$ cat src/rtl/tgl_dec_pkg.sv
`default_nettype none
// +------------------------------------------------------------------+
// | Module   : tgl_dec_pkg                                           |
// | Purpose  : Shared types and constants for the toggle event       |
// |            decoder (output slot state, synchronizer minimum).    |
// | Revision : 1.0  initial release                                  |
// +------------------------------------------------------------------+
package tgl_dec_pkg;

  // Fewer than two flops does not give a metastability-safe sample.
  localparam int MIN_SYNC_STAGES = 2;

  // Output slot: EMPTY means cnt_valid=0, FULL means a count is on offer.
  typedef enum logic [0:0] {
    EMPTY = 1'b0,
    FULL  = 1'b1
  } slot_state_t;

endpackage
`default_nettype wire

$ cat src/rtl/tgl_sync.sv
`default_nettype none
// +------------------------------------------------------------------+
// | Module   : tgl_sync                                              |
// | Purpose  : Brings the asynchronous toggle line into the clk      |
// |            domain through a flop chain, optionally followed by a |
// |            two-sample glitch filter.                             |
// | Macro    : TGL_DEC_GLITCH_FILTER_EN enables the glitch filter.   |
// | Ports    : clk, reset (async, active low)                        |
// |            din     - raw toggle line                             |
// |            level   - synchronized (and filtered) level           |
// |            settled - high once level reflects real samples of    |
// |                      din taken after reset release               |
// | Revision : 1.0  initial release                                  |
// +------------------------------------------------------------------+
module tgl_sync
  import tgl_dec_pkg::*;
#(
  parameter int SYNC_STAGES = 2
) (
  input  logic clk,
  input  logic reset,
  input  logic din,
  output logic level,
  output logic settled
);

  localparam int STAGES = (SYNC_STAGES < MIN_SYNC_STAGES) ? MIN_SYNC_STAGES : SYNC_STAGES;

  logic [STAGES-1:0] chain;

  always_ff @(posedge clk or negedge reset) begin
    if (!reset) begin
      chain <= '0;
    end else begin
      chain <= {chain[STAGES-2:0], din};
    end
  end

`ifdef TGL_DEC_GLITCH_FILTER_EN
  localparam int FILL_W = STAGES + 1;

  logic filt;

  // The last two chain stages are consecutive samples of the synchronizer
  // output; only follow it when both agree, so one-cycle glitches die here.
  always_ff @(posedge clk or negedge reset) begin
    if (!reset) begin
      filt <= 1'b0;
    end else if (chain[STAGES-1] == chain[STAGES-2]) begin
      filt <= chain[STAGES-1];
    end
  end

  assign level = filt;
`else
  localparam int FILL_W = STAGES;

  assign level = chain[STAGES-1];
`endif

  // Shift register of ones marking how far real samples have travelled
  // down the chain since reset release.
  logic [FILL_W-1:0] fill;

  always_ff @(posedge clk or negedge reset) begin
    if (!reset) begin
      fill <= '0;
    end else begin
      fill <= {fill[FILL_W-2:0], 1'b1};
    end
  end

  assign settled = fill[FILL_W-1];

endmodule
`default_nettype wire

$ cat src/rtl/toggle_event_decoder.sv
`default_nettype none
// +------------------------------------------------------------------+
// | Module   : toggle_event_decoder                                  |
// | Purpose  : Receive end of a toggle-signalling link. Detects each |
// |            level change of tgl_in, accumulates events and offers |
// |            nonzero counts over a valid/ready interface.          |
// | Macro    : TGL_DEC_GLITCH_FILTER_EN (glitch filter in tgl_sync). |
// | Ports    : clk, reset (async, active low)                        |
// |            tgl_in    - remote toggle line (asynchronous)         |
// |            ovf_clr   - clears the sticky overflow flag           |
// |            cnt_ready - consumer accepts cnt_data                 |
// |            cnt_valid - cnt_data holds a nonzero count            |
// |            cnt_data  - number of events posted                   |
// |            evt_pulse - one-cycle pulse per toggle                |
// |            level_q   - decoded level of tgl_in                   |
// |            overflow  - sticky: an event was lost to saturation   |
// | Revision : 1.0  initial release                                  |
// +------------------------------------------------------------------+
module toggle_event_decoder
  import tgl_dec_pkg::*;
#(
  parameter int SYNC_STAGES = 2,
  parameter int CNT_W       = 8
) (
  input  logic             clk,
  input  logic             reset,
  input  logic             tgl_in,
  input  logic             ovf_clr,
  input  logic             cnt_ready,
  output logic             cnt_valid,
  output logic [CNT_W-1:0] cnt_data,
  output logic             evt_pulse,
  output logic             level_q,
  output logic             overflow
);

  localparam logic [CNT_W-1:0] CNT_MAX = '1;

  logic             settled;
  logic             primed;
  logic             last_level;
  slot_state_t      state;
  slot_state_t      state_nx;
  logic [CNT_W-1:0] acc;
  logic [CNT_W-1:0] acc_nx;
  logic [CNT_W-1:0] data_nx;
  logic [CNT_W-1:0] pending;
  logic             ovf_nx;
  logic             free;

  tgl_sync #(
    .SYNC_STAGES (SYNC_STAGES)
  ) u_sync (
    .clk     (clk),
    .reset   (reset),
    .din     (tgl_in),
    .level   (level_q),
    .settled (settled)
  );

  // Edge detect. primed lags settled by one cycle so that the first real
  // level is loaded into last_level as the baseline without a pulse.
  always_ff @(posedge clk or negedge reset) begin
    if (!reset) begin
      primed     <= 1'b0;
      last_level <= 1'b0;
      evt_pulse  <= 1'b0;
    end else begin
      primed     <= settled;
      last_level <= level_q;
      evt_pulse  <= primed & (level_q ^ last_level);
    end
  end

  // Slot state, accumulator, posted count and overflow flag.
  always_ff @(posedge clk or negedge reset) begin
    if (!reset) begin
      state    <= EMPTY;
      acc      <= '0;
      cnt_data <= '0;
      overflow <= 1'b0;
    end else begin
      state    <= state_nx;
      acc      <= acc_nx;
      cnt_data <= data_nx;
      overflow <= ovf_nx;
    end
  end

  always_comb begin
    pending  = (acc == CNT_MAX) ? CNT_MAX : acc + CNT_W'(evt_pulse);
    free     = (state == EMPTY) || cnt_ready;
    state_nx = state;
    acc_nx   = acc;
    data_nx  = cnt_data;
    ovf_nx   = overflow & ~ovf_clr;

    if (free) begin
      // The current event rides along with the newly loaded count.
      acc_nx = '0;
      if (pending != '0) begin
        data_nx  = pending;
        state_nx = FULL;
      end else begin
        state_nx = EMPTY;
      end
    end else begin
      acc_nx = pending;
      // Set has priority over a coincident clear.
      if ((acc == CNT_MAX) && evt_pulse) begin
        ovf_nx = 1'b1;
      end
    end
  end

  assign cnt_valid = (state == FULL);

endmodule
`default_nettype wire

$ cat config.mk
export PLATFORM = sky130hd
export DESIGN_NAME = toggle_event_decoder
export DESIGN_NICKNAME = d
export VERILOG_FILES = /design/src/rtl/tgl_dec_pkg.sv /design/src/rtl/tgl_sync.sv /design/src/rtl/toggle_event_decoder.sv
export SDC_FILE = /design/constraint.sdc
export NUM_CORES = 1
export LEC_CHECK = 0
export ABC_AREA = 0
export CAP_MARGIN = 15
export CORE_MARGIN = 4
export CORE_UTILIZATION = 55
export CTS_CLUSTER_DIAMETER = 200
export DETAILED_ROUTE_END_ITERATION = 8
export GPL_TIMING_DRIVEN = 0
export PLACE_DENSITY = 0.81
export SETUP_SLACK_MARGIN = 0.2
export SYNTH_ARGS = -nofsm -noshare
export SYNTH_HDL_FRONTEND = slang
export SYNTH_SLANG_ARGS = --single-unit
$ cat constraint.sdc
create_clock -name clk -period 6.45 [get_ports clk]
set_input_delay 0.9675 -clock clk [delete_from_list [all_inputs] [get_ports clk]]
set_output_delay 0.9675 -clock clk [all_outputs]
set_load 0.1 [all_outputs]
==> metrics.txt <==
outcome finished clean; vias in the first global route 804; cts bufs inserted 3; Die X 52.4 µm; Compound-Gate Fraction of Synth Area 8.07%; placed instance area 1280 µm²; CP Launch Type register; Final Non-Filler Cells 141; total gr overflow 0; CP Data Arrival Time 1.87 ns; final net count 124; PnR worst setup slack 3.61 ns; leading register cell type out of synthesis dfrtp_1; fmax 0.352 GHz; pre-CTS setup slack 3.66 ns; antenna viol nets, final 0; io pins 17; Synth Cell Area 1080 µm²; Detailed Place HPWL 1400 µm; most frequent cells in the layout dfrtp_1, clkdlybuf4s50_1, nor2_1; Relative slew margins 34.6%; Max rail drop VDD 0.229 mV; CP max stage cell clkdlybuf4s50_1; drt pass-1 iters 4; crit path max fanout 3; Chip Height 52.4 µm; #FFs+latches synth 25; Worst-path clk slew 0.13 ns; CP required 5.48 ns; CTS Buffer Depth 2; post-synth cell types 31; Synth area leaders dfrtp_1, nor2_1, mux2i_1; Post-CTS Repair Setup Buffers 0; final setup TNS 0 ns; Slew Limit Fails 0; Final Hold Fails 0; Crit. End Element output pin; wire length per cell 13.6 µm; Post-synth EDFFs 0; initial antenna violation count 0; clk_lat worst skew 0.33 ns; synthesis-to-layout area growth 21.6%; measured slew at the worst slew-check pin 0.977 ns; combinational family with the most area after synthesis simple AND/OR/NAND/NOR gates; crit path kind register to output pin; multiplexer share of the synthesized area 6.46%; P per Cell Area 243 nW/µm²; Final Cell Area 1320 µm²; period utilisation layout 44.0%; Syn. warnings 0; Clock Sinks 25; Max-Cap Viols 0; # rows 15; GRT Util Overall 16.9%; Top delay family on crit path buffers and inverters; root buf cell clkbuf_4; CP max stage delay 1.15 ns; worst path bufs/invs 1; XOR/XNOR Fraction of Synth Area 4.84%; adder-cell area share of the yosys netlist 2.31%; Cells after Synth 95; DRC 0; critical-path cell list clkdlybuf4s50_1; Layout Skew 0.0125 ns; Die Footprint 2750 µm²; CTS tree built; Tmin final 2.84 ns; Post-Route WL 1920 µm; global-route wire length before repair 3340 µm; Pleak 0.000636 µW; largest net degree at the start of global routing 26; RSZ-0062 raised after global routing false; post-synth top area cell dfrtp_1; violation count after the first detailed-route iteration 13; Buffers on Ports 16; FFs w/ async S/R, synth 100%; Finished Core Util 73.2%; sequential share of the synthesized area 57.7%; vias per cell 5.38; syn avg cell area 11.4 µm²; most common cell after layout, fill and taps aside dfrtp_1; ant diodes 0; share of the synthesized area in the top cell type 57.7%; Synth Area in Simple Gates 17.5%; # H-tree levels 1; Placed Cells incl. Taps 136; Mapped Nets 102; Resize count post-CTS 0; layout cells sized above 1 12.1%; hold buffers post-CTS 0; Hold WC Path Type register to register; Via Count 759; Setup violations, final 0; CORE AREA 1800 µm²; Starting Density 60.2%; Routability Congestion 0.879
-- kinds of logic after synthesis --
kind of cell             Yosys count
adder cells (fa/ha/maj)            2
other                              1
AND/OR/NAND/NOR                   35
flip-flops                        25
buffers and inverters              8
XOR/XNOR                           6
multiplexers                       6
AO/OA/AOI/OAI                     12
-- synth_stat cells (2+ instances only) --
cell type and instances:
a21oi_1 5, and2_1 2, and4_1 2, dfrtp_1 25, ha_1 2, inv_1 7, mux2_4 2, mux2i_1 4
nand2_1 5, nand3_1 4, nor2_1 11, o22ai_1 2, or2_2 2, xnor2_1 2, xor2_1 4
-- stage by stage --
stage,hold slack (ns),power (µW)
CTS,0.367,323
finish,0.363,321
floorplan,0.331,231
global route,0.379,332
detailed placement,0.336,253
global placement,0.331,252
-- layout make-up --
| class | count | area (µm²) |
|---|---|---|
| Sequential cell | 25 | 626 |
| Timing Repair Buffer | 17 | 175 |
| Tap cell | 25 | 31.3 |
| Buffer | 1 | 3.75 |
| Inverter | 7 | 26.3 |
| Multi-Input combinational cell | 62 | 429 |
| Clock buffer | 3 | 22.5 |
| Fill cell | 148 | 483 |
| Clock inverter | 1 | 5.00 |
-- path summary, 6_finish.rpt --
path	from	endpoint	slack (ns)	depth (start not counted)
setup / recovery	u_sync.chain[1]	level_q	3.61	1
setup reg to reg	evt_pulse	cnt_data[5]	3.67	7
max in group asynchronous	reset	cnt_data[0]	5.06	2
hold / removal	u_sync.fill[1]	primed	0.36	0
hold reg to reg	u_sync.fill[1]	primed	0.36	0
min in group asynchronous	reset	acc[7]	0.92	1
-- sequential cells by signal (all words and copies together) (netlist names), 2 cells and up --
register      count
cnt_data          8
u_sync.chain      2
u_sync.fill       2
acc               8
-- per-layer routing --
| layer | GRT usage, % | up-vias | routed length [µm] |
|---|---|---|---|
| met1 | 18.9 | 373 | 843 |
| met3 | 3.70 | 5 | 80 |
| li1 | - | 363 | - |
| met5 | 0 | - | 0 |
| met2 | 28.5 | 18 | 944 |
| met4 | 11.5 | 0 | 51 |
-- where the power goes --
part           total [µW]  switching (µW)  leakage [µW]  internal [µW]
clock network        71.0            47.7     0.0000177           23.3
registers             168            3.94      0.000331            164
logic                82.0            58.8      0.000288           23.2
total                 321             111      0.000636            211
(Power assumes the default switching activity.)
